===== src/rtl/recursive_mult_pkg.sv =====
// Shared definitions for the sequential recursive multiplier.
//   MODE_*       : per-operation accuracy mode encodings (2'b11 behaves as exact)
//   state_e      : controller states
//   tile_weight  : left-shift applied to tile (i,j) before accumulation
package recursive_mult_pkg;

  localparam logic [1:0] MODE_EXACT  = 2'b00;
  localparam logic [1:0] MODE_APPROX = 2'b01;
  localparam logic [1:0] MODE_HYBRID = 2'b10;

  typedef enum logic [1:0] {
    ST_IDLE = 2'd0,
    ST_RUN  = 2'd1,
    ST_DONE = 2'd2
  } state_e;

  // Tile (i,j) multiplies digit i of a by digit j of b, so it carries
  // weight 16^(i+j).
  function automatic int unsigned tile_weight(input int unsigned i,
                                              input int unsigned j);
    return 4 * (i + j);
  endfunction

endpackage


===== src/rtl/approx_tile_4x4.sv =====
// 4x4 unsigned tile multiplier with an optional approximate mode.
//   x, y   : 4-bit operands
//   approx : 0 -> exact 8-bit product, 1 -> approximate product
//   prod   : 8-bit result
// The approximate product splits each operand into 2-bit halves and
// combines four 2x2 blocks exactly; only the 2x2 blocks are inexact
// (3x3 yields 7 so each block fits in 3 bits).
module approx_tile_4x4 (
  input  logic [3:0] x,
  input  logic [3:0] y,
  input  logic       approx,
  output logic [7:0] prod
);

  function automatic logic [2:0] mul2(input logic [1:0] u,
                                      input logic [1:0] v);
    if (u == 2'd3 && v == 2'd3) return 3'd7;
    return {1'b0, u} * {1'b0, v};
  endfunction

  logic [2:0] hh, hl, lh, ll;
  logic [3:0] mid_sum;
  logic [7:0] approx_prod;
  logic [7:0] exact_prod;

  assign hh = mul2(x[3:2], y[3:2]);
  assign hl = mul2(x[3:2], y[1:0]);
  assign lh = mul2(x[1:0], y[3:2]);
  assign ll = mul2(x[1:0], y[1:0]);

  assign mid_sum     = {1'b0, hl} + {1'b0, lh};
  assign approx_prod = {1'b0, hh, 4'b0000} + {2'b00, mid_sum, 2'b00} + {5'b00000, ll};
  assign exact_prod  = {4'b0000, x} * {4'b0000, y};

  assign prod = approx ? approx_prod : exact_prod;

endmodule


===== src/rtl/recursive_mult_seq.sv =====
// Multi-cycle WxW unsigned multiplier built from one reused 4x4 tile.
//   clk, rst_n            : clock, asynchronous active-low reset
//   in_valid / in_ready   : operand handshake (a, b, mode captured on accept)
//   out_valid / out_ready : product handshake (p held stable while out_valid)
//   p                     : 2W-bit product, holds last result between operations
//   busy                  : high while an operation is in RUN or DONE
//   dbg_state_o           : current controller state (recursive_mult_pkg::state_e)
// Handshakes: a transfer happens on a rising edge where valid && ready are
// both high; valid never depends combinationally on ready, and every output
// is a register or a decode of the state register.
// W must be a multiple of 4 and at least 4.
module recursive_mult_seq
  import recursive_mult_pkg::*;
#(
  parameter int W = 8
) (
  input  logic           clk,
  input  logic           rst_n,
  input  logic           in_valid,
  output logic           in_ready,
  input  logic [W-1:0]   a,
  input  logic [W-1:0]   b,
  input  logic [1:0]     mode,
  output logic           out_valid,
  input  logic           out_ready,
  output logic [2*W-1:0] p,
  output logic           busy,
  output logic [1:0]     dbg_state_o
);

  localparam int K  = W / 4;
  localparam int IW = (K > 1) ? $clog2(K) : 1;
  localparam int PW = 2 * W;
  localparam logic [IW-1:0] LAST = IW'(K - 1);

  state_e        state_q, state_d;
  logic [W-1:0]  a_q, a_d, b_q, b_d;
  logic [1:0]    mode_q, mode_d;
  logic [PW-1:0] acc_q, acc_d;
  logic [PW-1:0] p_q, p_d;
  logic [IW-1:0] i_q, i_d, j_q, j_d;

  logic [3:0]    dig_a, dig_b;
  logic          tile_approx;
  logic [7:0]    tile_prod;
  logic [PW-1:0] tile_shifted;
  logic [PW-1:0] acc_sum;
  logic [IW:0]   idx_sum;
  logic          last_tile;

  // Digit select: i walks a, j walks b.
  assign dig_a = a_q[{i_q, 2'b00} +: 4];
  assign dig_b = b_q[{j_q, 2'b00} +: 4];

  // Hybrid keeps the low-weight tiles (i+j < K) approximate.
  assign idx_sum = {1'b0, i_q} + {1'b0, j_q};

  always_comb begin
    case (mode_q)
      MODE_APPROX: tile_approx = 1'b1;
      MODE_HYBRID: tile_approx = (idx_sum < (IW+1)'(K));
      default:     tile_approx = 1'b0;
    endcase
  end

  approx_tile_4x4 u_tile (
    .x      (dig_a),
    .y      (dig_b),
    .approx (tile_approx),
    .prod   (tile_prod)
  );

  assign tile_shifted = PW'(tile_prod) << tile_weight(32'(i_q), 32'(j_q));
  assign acc_sum      = acc_q + tile_shifted;
  assign last_tile    = (i_q == LAST) && (j_q == LAST);

  always_comb begin
    state_d = state_q;
    a_d     = a_q;
    b_d     = b_q;
    mode_d  = mode_q;
    acc_d   = acc_q;
    p_d     = p_q;
    i_d     = i_q;
    j_d     = j_q;
    case (state_q)
      ST_IDLE: begin
        if (in_valid) begin
          a_d     = a;
          b_d     = b;
          mode_d  = mode;
          acc_d   = '0;
          i_d     = '0;
          j_d     = '0;
          state_d = ST_RUN;
        end
      end
      ST_RUN: begin
        acc_d = acc_sum;
        if (last_tile) begin
          // p is only ever written with a complete product.
          p_d     = acc_sum;
          state_d = ST_DONE;
        end else if (j_q == LAST) begin
          j_d = '0;
          i_d = i_q + 1'b1;
        end else begin
          j_d = j_q + 1'b1;
        end
      end
      ST_DONE: begin
        if (out_ready) state_d = ST_IDLE;
      end
      default: state_d = ST_IDLE;
    endcase
  end

  always_ff @(posedge clk or negedge rst_n) begin
    if (!rst_n) begin
      state_q <= ST_IDLE;
      a_q     <= '0;
      b_q     <= '0;
      mode_q  <= MODE_EXACT;
      acc_q   <= '0;
      p_q     <= '0;
      i_q     <= '0;
      j_q     <= '0;
    end else begin
      state_q <= state_d;
      a_q     <= a_d;
      b_q     <= b_d;
      mode_q  <= mode_d;
      acc_q   <= acc_d;
      p_q     <= p_d;
      i_q     <= i_d;
      j_q     <= j_d;
    end
  end

  assign in_ready    = (state_q == ST_IDLE);
  assign out_valid   = (state_q == ST_DONE);
  assign busy        = (state_q != ST_IDLE);
  assign p           = p_q;
  assign dbg_state_o = state_q;

endmodule


===== config.mk =====
export PLATFORM = sky130hd
export DESIGN_NAME = recursive_mult_seq
export DESIGN_NICKNAME = d
export VERILOG_FILES = /design/src/rtl/recursive_mult_pkg.sv /design/src/rtl/approx_tile_4x4.sv /design/src/rtl/recursive_mult_seq.sv
export SDC_FILE = /design/constraint.sdc
export NUM_CORES = 1
export LEC_CHECK = 0
export CAP_MARGIN = 15
export CORE_MARGIN = 2
export CORE_UTILIZATION = 62
export CTS_CLUSTER_DIAMETER = 100
export DETAILED_ROUTE_END_ITERATION = 10
export GPL_ROUTABILITY_DRIVEN = 0
export PLACE_DENSITY = 0.86
export SLEW_MARGIN = 20
export SYNTH_ARGS = -nofsm -noshare
export SYNTH_HDL_FRONTEND = slang
export SYNTH_SLANG_ARGS = --single-unit

===== constraint.sdc =====
create_clock -name clk -period 11.3 [get_ports clk]
set_input_delay 1.13 -clock clk [delete_from_list [all_inputs] [get_ports clk]]
set_output_delay 1.13 -clock clk [all_outputs]
set_load 0.01 [all_outputs]

== Word level (Yosys, flattened, before mapping) ==
Cells that the tools add are included.

* Add/sub/neg operators: 8
* Multipliers: 5
* $lt $le $gt $ge: 1
* Equal/unequal tests: 13
* Shift operators: 3
* Muxes and demuxes: 27
* Reduce and logical (&&, ||, !) cells: 14

{| class="wikitable"
|+ Operators with widths
! cell !! count
|-
| one-hot mux 16 bit (2 select lines) || 1
|-
| 2-to-1 mux 3 bit || 8
|-
| adder 16 bit || 1
|-
| 2-to-1 mux 16 bit || 1
|-
| variable part select 8 x 4 -> 4 bit || 2
|-
| << shifter 8 x 4 -> 16 bit || 1
|-
| == test 2 bit (second input constant) || 6
|-
| multiplier 2 x 2 -> 3 bit || 4
|-
| 2-to-1 mux 1 bit || 9
|-
| adder 7 x 6 -> 8 bit || 1
|-
| adder 8 x 3 -> 8 bit || 1
|-
| multiplier 4 x 4 -> 8 bit || 1
|-
| 2-to-1 mux 8 bit || 1
|-
| != test 2 bit (second input constant) || 4
|-
| 2-to-1 mux 2 bit || 3
|-
| one-hot mux 1 bit (2 select lines) || 3
|-
| one-hot mux 2 bit (3 select lines) || 1
|-
| AND reduction 2 bit || 3
|-
| AND reduction 3 bit || 2
|-
| logical AND 1 bit || 5
|-
| adder 1 x 1 -> 2 bit || 2
|-
| adder 3 x 3 -> 4 bit || 1
|-
| == test 2 x 1 -> 1 bit (second input constant) || 2
|-
| AND reduction 4 bit || 1
|-
| 5 further kinds || 7
|}

* Register bits: 54
* Input bits: 22
* Output and inout bits: 21
* Word-level logic and storage cells: 79

== Depth between registers and ports, before layout ==
* Word-level depth: 12
* Gate-level depth with buffers: 25
* Gate-level depth less buffers: 24

== By module ==
From an unflattened synthesis, not the netlist that was laid out.

* Cells, all modules: 433
* Area total of the unflattened synthesis: 4063.9 um2

{| class="wikitable"
|+ By module, submodules not included
! module !! instances !! cells each !! area an instance (um2) !! sequential area each (um2)
|-
| recursive_mult_seq || 1 || 331 || 3219.3 || 1351.3
|-
| approx_tile_4x4 || 1 || 102 || 844.6 || 0.0
|}

== Worst setup path after synthesis ==
No wires, ideal clock.

* Path kind: register to register
* Start: register j_q
* End: register acc_q[15]
* Setup time: 128 ps
* Arrival time: 5029 ps
* Data required time: 11172 ps
* Slack: 6142 ps
* Cell stages (with the launch flop): 26
* Path buffers: 1
* Clock period less this slack: 5158 ps
* Path through: dfrtp_1 buf_2 mux2i_1 nor2_1 inv_1 fa_1 inv_1 fa_1 inv_1 fa_1 inv_1 a21o_1 a21oi_1 xnor2_1 a21oi_1 mux2i_1 and2_1 ha_1 a211oi_1 nor2_1 o41ai_1 o21ai_1 a221oi_2 xnor2_1 a21oi_1 o22ai_1

* Longest elaborated chain between the ends: 12
* Elaborated cells on any way between the ends: 31
* Classes of those cells: add/sub (6); mul (5); order compare (1); eq/ne (2); shift (2); mux (11); reduce/logical (4)

{| class="wikitable"
|+ RTL lines
! element !! line !! RTL
|-
| start: declaration || recursive_mult_seq.sv:41 || <nowiki>logic [IW-1:0] i_q, i_d, j_q, j_d;</nowiki>
|-
| start signal: assignment || recursive_mult_seq.sv:136 || <nowiki>j_q <= j_d;</nowiki>
|-
| branches (longest 9 deep; another with adder 7 x 6 -> 8 bit) || n/a ||
|-
| << shifter 8 x 4 -> 16 bit * || recursive_mult_seq.sv:73 || <nowiki>assign tile_shifted = PW'(tile_prod) << tile_weight(32'(i_q), 32'(j_q));</nowiki>
|-
| adder 16 bit * || recursive_mult_seq.sv:74 || <nowiki>assign acc_sum = acc_q + tile_shifted;</nowiki>
|-
| one-hot mux 16 bit (2 select lines) * || recursive_mult_seq.sv:86 || <nowiki>case (state_q)</nowiki>
|-
| end signal: assignment || recursive_mult_seq.sv:124 || <nowiki>acc_q <= '0;</nowiki>
|-
| end signal: assignment || recursive_mult_seq.sv:133 || <nowiki>acc_q <= acc_d;</nowiki>
|-
| end: declaration || recursive_mult_seq.sv:39 || <nowiki>logic [PW-1:0] acc_q, acc_d;</nowiki>
|}

Mark *: on every way between the ends.
A chain may end at the register's enable or synchronous reset.

== Worst setup path in the final report ==
* Start: register i_q
* End: register acc_q[15]

* Longest elaborated chain between the ends: 12
* Elaborated cells on any way between the ends: 31
* Classes of those cells: add/sub (6); mul (5); order compare (1); eq/ne (2); shift (2); mux (11); reduce/logical (4)

{| class="wikitable"
|+ RTL lines
! element !! line !! RTL
|-
| start: declaration || recursive_mult_seq.sv:41 ||
|-
| start signal: assignment || recursive_mult_seq.sv:135 || <nowiki>i_q <= i_d;</nowiki>
|-
| branches (longest 9 deep; another with adder 7 x 6 -> 8 bit) || n/a ||
|-
| << shifter 8 x 4 -> 16 bit * || recursive_mult_seq.sv:73 ||
|-
| adder 16 bit * || recursive_mult_seq.sv:74 ||
|-
| one-hot mux 16 bit (2 select lines) * || recursive_mult_seq.sv:86 ||
|}

Marked as above.

==> results.yml <==
floorplanning:
  die_height_um: 84.39
  rows: 29
  die_w_um: 84.39
  core_area_um2: 6314
  io_pins: 43
  initial_utilization_pct: 63.46
  dieArea_um2: 7121
sta:
  fin_crit_sh_pct: 51.72
  finalHoldViolations: 0
  max_slew_margin_pct: 33.67
  layout_min_cycle_time_ns: 5.845
  tightest_slew_ns: 0.9913
  final.setup.tns_ns: 0
  setup_slack_ns: 5.455
  rsz0062_at_grt: "false"
  drv_slew: 0
  setup_viol: 0
  fin_worst_skew_ns: 0.01351
  max_freq_mhz: 171.1
clock_tree:
  cts_root_buf: "clkbuf_8"
  cts_tree: "built"
  cts_resized: 0
  numCtsBuffers: 5
  htreeDepth: 2
  clock_sinks: 54
  clk_latency_ns: 0.32
  clkTransAtPathRegs_ns: 0.11
  cts_hold_buf: 0
  post_cts_buffers: 0
  cts_max_path_buffers: 2
drt:
  routed_via_density: 6.219
  vias: 3321
  routed_wl_um: 9009
  drc: 0
  drtPass1Iterations: 6
  drt-initial-drc-count: 248
  wl_per_cell_um: 16.87
  ant_nets: 0
layout:
  syn_to_final_growth_pct: 13.93
  ff_latch_area_um2: 1351
  multiInputGateArea_um2: 2467
  fillers: 490
  final_util_pct: 72.29
  antennaDiodeCount: 0
  drive_gt1_share_pct: 10.28
  finalNonFillerCells: 534
  finalNetCount: 523
synth:
  mappedNetlistArea_um2: 4006
  ys_seq_area_share_pct: 33.73
  synth_area_leaders: "dfrtp_1 34%, ha_1 12%, mux2_2 6.7%"
  synth_cell_types: 55
  async_flop_share_pct: 100.0
  syn_nets: 486
  avgSynthCellArea_um2: 9.562
  yosys.area.top_type_share_pct: 33.73
  synth_edf_count: 0
  yosys_warnings: 0
  syn_inst: 419
  ys_ff_latch: 54
  synth_top_area_cell: "dfrtp_1"
  synth_ff_type: "dfrtp_1"
setup_path:
  critPathLaunchType: "flip-flop"
  worst_ep_arrival_time_ns: 6.05
  r2r_setup_slack_ns: 5.46
  required_ns: 11.51
  critPathKind: "reg2reg"
  cp_max_fo: 7
  worst_setup_path_end_kind: "flip-flop"
worst_hold_path:
  min_path_type: "reg2reg"
grt:
  grt_max_degree: 55
  antenna_found_initial: 0
  grtUsageTotal_pct: 26.13
  grt_first_pass_wirelength_um: 15240
  grt_pass1_vias: 3170
  grt_overflow: 0
job:
  max_cap_viol_count: 0
placed_design:
  dpl.cell_count: 526
  hpwl_um: 6665
  place_ws_ns: 5.662
  io_buffer_count: 42
status:
  status: "complete, no violations"
per-stage QoR:
stage,hold slack (ns),cell area (µm²)
finish,0.4854,4564
global placement,0.4599,4454
global route,0.5104,4564
detailed placement,0.4663,4454
CTS,0.4907,4564
floorplan,0.4563,4006
cell usage in the layout, fill, tap and decap left out, drive strengths merged, types with 5 or more instances in the layout:
| cell type | instances |
|---|---|
| a211oi | 6 |
| a21o | 17 |
| a21oi | 14 |
| a221oi | 5 |
| a22o | 9 |
| and2 | 6 |
| clkbuf | 6 |
| clkdlybuf4s50 | 41 |
| dfrtp | 54 |
| fa | 6 |
| ha | 39 |
| inv | 31 |
| mux2 | 24 |
| mux2i | 12 |
| nand2 | 33 |
| nand2b | 9 |
| nand3 | 6 |
| nor2 | 42 |
| nor3 | 5 |
| o21ai | 25 |
| o22ai | 5 |
| xnor2 | 11 |
| xor2 | 8 |
cell type report:
type	instances	share of cell area, %
clock inverter	2	0.8224
clock buffer	6	1.590
timing repair buffer	43	9.265
multi-input combinational	321	54.06
inverter	31	2.549
tap	77	2.111
sequential	54	29.61
logic make-up (layout without fill, tap and decap cells):
| group | Yosys count | in the layout | synth area share, % |
|---|---|---|---|
| and+or+nand+nor | 122 | 122 | 14.58 |
| AOI/OAI and AO/OA | 99 | 99 | 17.93 |
| DFF | 54 | 54 | 33.73 |
| adders and majority gates | 45 | 45 | 15.18 |
| buffers and inverters | 44 | 82 | 4.685 |
| muxes | 36 | 36 | 9.744 |
| xor gates and xnor gates | 19 | 19 | 4.154 |
worst max-delay path, cell delays in order (launching register included):
cell and delay (ns):
dfrtp_1 0.55, mux2i_1 0.26, nor2_1 0.28, inv_1 0.10, fa_1 0.52, inv_1 0.07, fa_1 0.55, inv_1 0.06
fa_1 0.45, inv_1 0.07, a21o_1 0.10, a21oi_1 0.07, xnor2_1 0.14, a21oi_1 0.21, mux2i_1 0.13, and2_1 0.18
ha_1 0.35, a211oi_1 0.26, nor2_1 0.09, o41ai_1 0.25, o21ai_1 0.20, a221oi_2 0.38, xnor2_1 0.16, a21oi_1 0.18
o22ai_1 0.11
sequential cells by signal, summed over array words and instances, names as in the netlist:
signal	cells
b_q	8
mode_q	2
a_q	8
j_q	1
acc_q	16
dbg_state_o	2
i_q	1
p	16
synthesized netlist by cell type, types with 4 or more instances:
library cell and number:
dfrtp_1 54, mux2i_1 12, clkbuf_1 7, xnor2_1 11
o21ai_0 23, ha_1 39, mux2_2 24, xor2_1 8
nand2_1 33, buf_2 4, a21o_1 14, fa_1 6
o22ai_1 5, or2_2 4, nor2b_1 4, nand3_1 6
a21oi_1 14, inv_1 31, nor2_1 42, and2_1 6
nor3_1 5, nand2b_1 9, a211oi_1 5, a22o_1 9
worst paths after layout:
| kind | start | to | depth (start not counted) |
|---|---|---|---|
| worst max-delay path | i_q | acc_q[15] | 24 |
| worst min-delay path | p[2] | p[2] | 2 |
| worst max register to register | i_q | acc_q[15] | 24 |
| worst min register to register | p[2] | p[2] | 2 |
| max in group asynchronous | rst_n | acc_q[14] | 2 |
| min in group asynchronous | rst_n | acc_q[15] | 2 |
metal layers:
layer,track usage [%],vias up,share of wire (%)
met2,40.84,135,47
met4,7.215,0,1.6
li1,-,1565,-
met5,0,-,0
met3,4.130,19,5.5
met1,38.10,1602,46
Power is not shown: default switching activity piles up to over one toggle a cycle in this logic, so the estimate is an artifact.
